$ cat src/rtl/uart_tx_frame_ctrl.sv
// uart_tx_frame_ctrl
// Transmit frame sequencer for the UART core. Serialises one byte as
// start bit, 5..8 data bits LSB first, optional parity bit and 1 or 2
// stop bits, paced by the baud generator's 16x oversample enable. Drives
// the external serial parity generator (clear / sample strobe / data) and
// reads its running XOR back to form the parity bit.
//
// Ports:
//   clk        system clock
//   rst        synchronous active-high reset
//   tick16     16x baud enable, one clk wide
//   wr         write strobe, accepted only while busy=0
//   din        transmit byte
//   word_len   data bit count: 00=5, 01=6, 10=7, 11=8
//   parity_en  parity bit present
//   even_par   1 = even parity, 0 = odd parity
//   stick_par  stick parity (parity bit = ~even_par)
//   stop2      two stop bits when 1
//   break_ctl  forces txd low while high (sequencing unaffected)
//   par_q      running XOR from the parity generator
//   par_srst   parity generator clear (one clk at frame start)
//   par_sd     parity generator sample strobe (first clk of each data bit)
//   par_d      parity generator data bit
//   txd        serial output
//   busy       high from wr acceptance until the frame ends
//   done       one-clk pulse at the end of the frame

module uart_tx_frame_ctrl #(
    parameter int unsigned TICKS_PER_BIT = 16
) (
    input  logic       clk,
    input  logic       rst,
    input  logic       tick16,
    input  logic       wr,
    input  logic [7:0] din,
    input  logic [1:0] word_len,
    input  logic       parity_en,
    input  logic       even_par,
    input  logic       stick_par,
    input  logic       stop2,
    input  logic       break_ctl,
    input  logic       par_q,
    output logic       par_srst,
    output logic       par_sd,
    output logic       par_d,
    output logic       txd,
    output logic       busy,
    output logic       done
);

    localparam logic [3:0] LAST_TICK = 4'(TICKS_PER_BIT - 1);

    typedef enum logic [2:0] {
        S_IDLE,
        S_START,
        S_DATA,
        S_PARITY,
        S_STOP
    } state_t;

    state_t     state_q,     state_d;
    logic [3:0] tick_cnt_q,  tick_cnt_d;
    logic [2:0] bit_idx_q,   bit_idx_d;
    logic [7:0] shreg_q,     shreg_d;
    logic [1:0] word_len_q,  word_len_d;
    logic       parity_en_q, parity_en_d;
    logic       even_par_q,  even_par_d;
    logic       stick_par_q, stick_par_d;
    logic       stop2_q,     stop2_d;
    logic       par_bit_q,   par_bit_d;
    logic       txd_q,       txd_d;
    logic       busy_q,      busy_d;
    logic       done_q,      done_d;
    logic       par_srst_q,  par_srst_d;
    logic       par_sd_q,    par_sd_d;
    logic       par_d_q,     par_d_d;

    logic       bit_end;
    logic [2:0] last_idx;
    logic       line_d;

    assign last_idx = {1'b0, word_len_q} + 3'd4;

    always_comb begin
        state_d     = state_q;
        tick_cnt_d  = tick_cnt_q;
        bit_idx_d   = bit_idx_q;
        shreg_d     = shreg_q;
        word_len_d  = word_len_q;
        parity_en_d = parity_en_q;
        even_par_d  = even_par_q;
        stick_par_d = stick_par_q;
        stop2_d     = stop2_q;
        par_bit_d   = par_bit_q;
        busy_d      = busy_q;
        done_d      = 1'b0;
        par_srst_d  = 1'b0;
        par_sd_d    = 1'b0;
        par_d_d     = par_d_q;
        bit_end     = 1'b0;
        line_d      = 1'b1;

        // Tick counter only runs inside a frame; a bit end clears it,
        // so every state/bit change starts from zero.
        if (state_q != S_IDLE && tick16) begin
            if (tick_cnt_q == LAST_TICK) begin
                bit_end    = 1'b1;
                tick_cnt_d = '0;
            end else begin
                tick_cnt_d = tick_cnt_q + 4'd1;
            end
        end

        unique case (state_q)
            S_IDLE: begin
                if (wr) begin
                    shreg_d     = din;
                    word_len_d  = word_len;
                    parity_en_d = parity_en;
                    even_par_d  = even_par;
                    stick_par_d = stick_par;
                    stop2_d     = stop2;
                    tick_cnt_d  = '0;
                    bit_idx_d   = '0;
                    busy_d      = 1'b1;
                    par_srst_d  = 1'b1;
                    state_d     = S_START;
                end
            end

            S_START: begin
                if (bit_end) begin
                    state_d   = S_DATA;
                    bit_idx_d = '0;
                    par_sd_d  = 1'b1;
                    par_d_d   = shreg_q[0];
                end
            end

            S_DATA: begin
                if (bit_end) begin
                    shreg_d = {1'b0, shreg_q[7:1]};
                    if (bit_idx_q == last_idx) begin
                        bit_idx_d = '0;
                        if (parity_en_q) begin
                            // par_q already holds every data bit: the last
                            // strobe was a full bit time ago.
                            if (stick_par_q) begin
                                par_bit_d = ~even_par_q;
                            end else if (even_par_q) begin
                                par_bit_d = par_q;
                            end else begin
                                par_bit_d = ~par_q;
                            end
                            state_d = S_PARITY;
                        end else begin
                            state_d = S_STOP;
                        end
                    end else begin
                        bit_idx_d = bit_idx_q + 3'd1;
                        par_sd_d  = 1'b1;
                        par_d_d   = shreg_q[1];
                    end
                end
            end

            S_PARITY: begin
                if (bit_end) begin
                    state_d   = S_STOP;
                    bit_idx_d = '0;
                end
            end

            S_STOP: begin
                if (bit_end) begin
                    if (stop2_q && bit_idx_q == 3'd0) begin
                        bit_idx_d = 3'd1;
                    end else begin
                        state_d   = S_IDLE;
                        bit_idx_d = '0;
                        busy_d    = 1'b0;
                        done_d    = 1'b1;
                    end
                end
            end

            default: begin
                state_d = S_IDLE;
                busy_d  = 1'b0;
            end
        endcase

        // Line level is derived from the next-state registers so txd is
        // itself a flop yet changes on the same edge as the state.
        unique case (state_d)
            S_START:  line_d = 1'b0;
            S_DATA:   line_d = shreg_d[0];
            S_PARITY: line_d = par_bit_d;
            default:  line_d = 1'b1;
        endcase

        txd_d = line_d & ~break_ctl;
    end

    always_ff @(posedge clk) begin
        if (rst) begin
            state_q     <= S_IDLE;
            tick_cnt_q  <= '0;
            bit_idx_q   <= '0;
            shreg_q     <= '0;
            word_len_q  <= '0;
            parity_en_q <= 1'b0;
            even_par_q  <= 1'b0;
            stick_par_q <= 1'b0;
            stop2_q     <= 1'b0;
            par_bit_q   <= 1'b0;
            txd_q       <= 1'b1;
            busy_q      <= 1'b0;
            done_q      <= 1'b0;
            par_srst_q  <= 1'b0;
            par_sd_q    <= 1'b0;
            par_d_q     <= 1'b0;
        end else begin
            state_q     <= state_d;
            tick_cnt_q  <= tick_cnt_d;
            bit_idx_q   <= bit_idx_d;
            shreg_q     <= shreg_d;
            word_len_q  <= word_len_d;
            parity_en_q <= parity_en_d;
            even_par_q  <= even_par_d;
            stick_par_q <= stick_par_d;
            stop2_q     <= stop2_d;
            par_bit_q   <= par_bit_d;
            txd_q       <= txd_d;
            busy_q      <= busy_d;
            done_q      <= done_d;
            par_srst_q  <= par_srst_d;
            par_sd_q    <= par_sd_d;
            par_d_q     <= par_d_d;
        end
    end

    assign txd      = txd_q;
    assign busy     = busy_q;
    assign done     = done_q;
    assign par_srst = par_srst_q;
    assign par_sd   = par_sd_q;
    assign par_d    = par_d_q;

endmodule

$ cat config.mk
export PLATFORM = sky130hd
export DESIGN_NAME = uart_tx_frame_ctrl
export DESIGN_NICKNAME = d
export VERILOG_FILES = /design/src/rtl/uart_tx_frame_ctrl.sv
export SDC_FILE = /design/constraint.sdc
export NUM_CORES = 1
export LEC_CHECK = 0
export BUFFER_PORTS_ARGS = -buffer_cell sky130_fd_sc_hd__buf_4
export CORE_UTILIZATION = 45
export CTS_BUF_LIST = sky130_fd_sc_hd__clkbuf_8
export CTS_CLUSTER_SIZE = 14
export DETAILED_ROUTE_END_ITERATION = 16
export PLACE_DENSITY = 0.67
export SYNTH_ARGS = -nofsm -noshare
export SYNTH_HDL_FRONTEND = slang
export SYNTH_SLANG_ARGS = --single-unit
$ cat constraint.sdc
create_clock -name clk -period 2 [get_ports clk]
set_clock_uncertainty 0.1 [all_clocks]
set_input_delay 0.3 -clock clk [delete_from_list [all_inputs] [get_ports clk]]
set_output_delay 0.3 -clock clk [all_outputs]
set_load 0.01 [all_outputs]
==> impl_metrics.toml <==
[outcome]
status = "complete, no violations"

[timing]
fin_crit_sh = 0.9274
drv_slew = 0
timing.fmax_mhz = 539.2
final.setup.tns_ns = 0
min_period_ns = 1.855
rsz0062_at_grt = "no"
slew_headroom = 0.7721
setup_viol = 0
final_hold_viol_count = 0
worst_slew_pin_slew_ns = 0.3382

[synthesis]
yosys.area_share.simple = 0.2152
synth_top_area_cell = "dfxtp_1"
netlist.area_leader.share = 0.4287
synth_top_family_by_area = "simple AND/OR/NAND/NOR gates"
avgSynthCellArea_um2 = 8.668
syn_nets = 190
yosysUniqueCellTypes = 42
synth_ff_type = "dfxtp_1"
syn_area_mm2 = 0.001448
yosysMostFrequentCell = "dfxtp_1"
ys_ff_latch = 31
async_flop_share = 0
synth.top_cells.by_count = "dfxtp_1 (31), nand2_1 (23), a21oi_1 (18)"
synth_edf_count = 0
synth_area_leaders = "dfxtp_1 (43%), a21oi_1 (6.2%), nand2_1 (6.0%), nor2_1 (4.1%), a22oi_1 (3.6%)"
synth-compound-area-share = 0.2066
ys_seq_area_frac = 0.4287
synth_adder_area_share = 0.02593
yosysWarnings = 0
synthCells = 167
synth-xor-area-share = 0.03630
synthMuxAreaShare = 0.03544

[die]
rows = 20
die_w_um = 58.72
die_h_um = 58.72
start_util = 0.4742
ios = 26
dieArea_mm2 = 0.003448
coreArea_mm2 = 0.003053

[cells_and_area]
areaGrowthSynthToFinish_pct = 24.55
fin_area_mm2 = 0.001803
fin_cells = 240
diodes = 0
drive_above_1_share = 0.2398
fin_nets = 218

[pwr]
peakVddDrop_uv = 608.3
leakagePower_nw = 0.7304
power_w = 0.001435
power_density_mw_per_mm2 = 795.9

[setup_path]
worstPathArrival_ns = 1.95
cp_max_fo = 10
rrSetupSlack_ns = 0.15
critPathLaunchType = "flip-flop"
r2r-start = "state_q[1]"
crit_type = "flip-flop to flip-flop"
endpoint_kind = "flip-flop"
cp.required_ns = 2.09
crit_path_start = "state_q[1]"

[grt]
grt_usage = 0.2028
grtUsageMet3 = 0.07253
grt_pass1_wl_um = 5244
grt_overflow = 0
grtUsageMet2 = 0.2955
use_met1 = 0.2714
grt-busiest-layer = "met2"
grt_max_degree = 29
antenna_found_initial = 0
grt_pass1_vias = 1141

[detailed_routing]
drtIter0Drc = 55
vias = 1287
drtAntennaViolNets = 0
drc = 0
wl_per_cell_um = 13.02
vias_per_cell = 5.363
first_pass_iters = 4
drt_wl_total_um = 3125

[placement]
placedCellCount = 232
io_buffers = 25
gp_routability_congestion = 0.8790
placed_cell_area_mm2 = 0.001679
dpl.hpwl_um = 2208

[clocking]
cts_tree = "yes"
root_buffer = "clkbuf_8"
cts_max_level = 2
clockBufferDepth = 2
clkTransAtPathRegs_ns = 0.07
clkSinkCount = 31
cts_made_buffers = 5
clk_latency_ns = 0.28

[hold_path]
hp-class = "input port to flip-flop"
hp-start = "break_ctl"

[run]
maxCapViolations = 0
==> worst paths after layout <==
| kind | end | cells after the start |
|---|---|---|
| min | txd | 2 |
| max reg2reg | txd | 5 |
| max | txd | 5 |
| min reg2reg | shreg_q[4] | 2 |
==> registers in the layout, indices dropped and copies added, names as in the netlist, 2 cells and up <==
| signal | count |
|---|---|
| shreg_q | 8 |
| tick_cnt_q | 4 |
| state_q | 3 |
| bit_idx_q | 3 |
| word_len_q | 2 |
==> power by group <==
part,switching (W),internal [W]
clock network,0.000230,0.000403
registers,0.0000157,0.000642
logic,0.0000716,0.0000727
==> final cells by class <==
class,count,area [um2]
fillers,289,1250
repair buffers,31,232.7
flip-flops and latches,31,620.6
clock buffers,6,82.58
well taps,44,55.05
clock inverters,2,35.03
multi-input cells,121,758.2
inverters,5,18.77
==> repair_timing <==
| action | 4_1_cts | 5_1_grt |
|---|---|---|
| endpoints found under the setup margin | 0 | 1 |
| hold buffers | 0 | 0 |
| buffers inserted | 0 | 0 |
| gates resized for setup | 0 | 1 |
==> per-layer routing <==
layer | wire length (um) | vias up
met5 | 0 | -
met4 | 48 | 0
met3 | 142 | 5
met2 | 1418 | 30
met1 | 1516 | 607
li1 | - | 645
==> cells in the final DEF, fill, tap and decap left out, types with 2 or more instances in the layout <==
master,Yosys,final
dfxtp_1,31,31
buf_4,0,31
nand2_1,23,23
a21oi_1,18,18
nor2_1,16,16
a22oi_1,7,7
clkbuf_8,0,6
inv_1,5,5
nor3_1,5,5
xnor2_1,4,4
mux2i_1,4,4
nand4_1,3,3
nor2b_1,3,3
nor3b_1,3,3
o21ai_0,3,3
ha_1,3,3
and2_1,2,2
nand3_1,2,2
a211o_1,2,2
xor2_1,2,2
==> worst max-delay path: stages, from the launching register on <==
cell and delay, ns:
dfxtp_1 0.43, or3b_1 0.53, nor2_8 0.21, nand4_1 0.13, a211o_1 0.28, o311ai_1 0.08
==> through the flow <==
stage	hold slack (ns)	setup WS, ns	util
3_5_place_dp	0.3478	0.1336	0.5500
3_3_place_gp	0.3457	0.1980	0.5500
4_1_cts	0.1417	0.1190	0.5885
2_1_floorplan	0.3360	0.2367	-
5_1_grt	0.1634	0.01346	0.5906
6_report	0.1452	0.1453	0.5906
==> logic make-up after synthesis <==
kind of cell,count (synthesis)
AOI/OAI and AO/OA,44
buffers and inverters,15
muxes,5
adders and majority gates,3
xor gates and xnor gates,6
and+or+nand+nor,63
DFF,31
(Power assumes the default switching activity.)
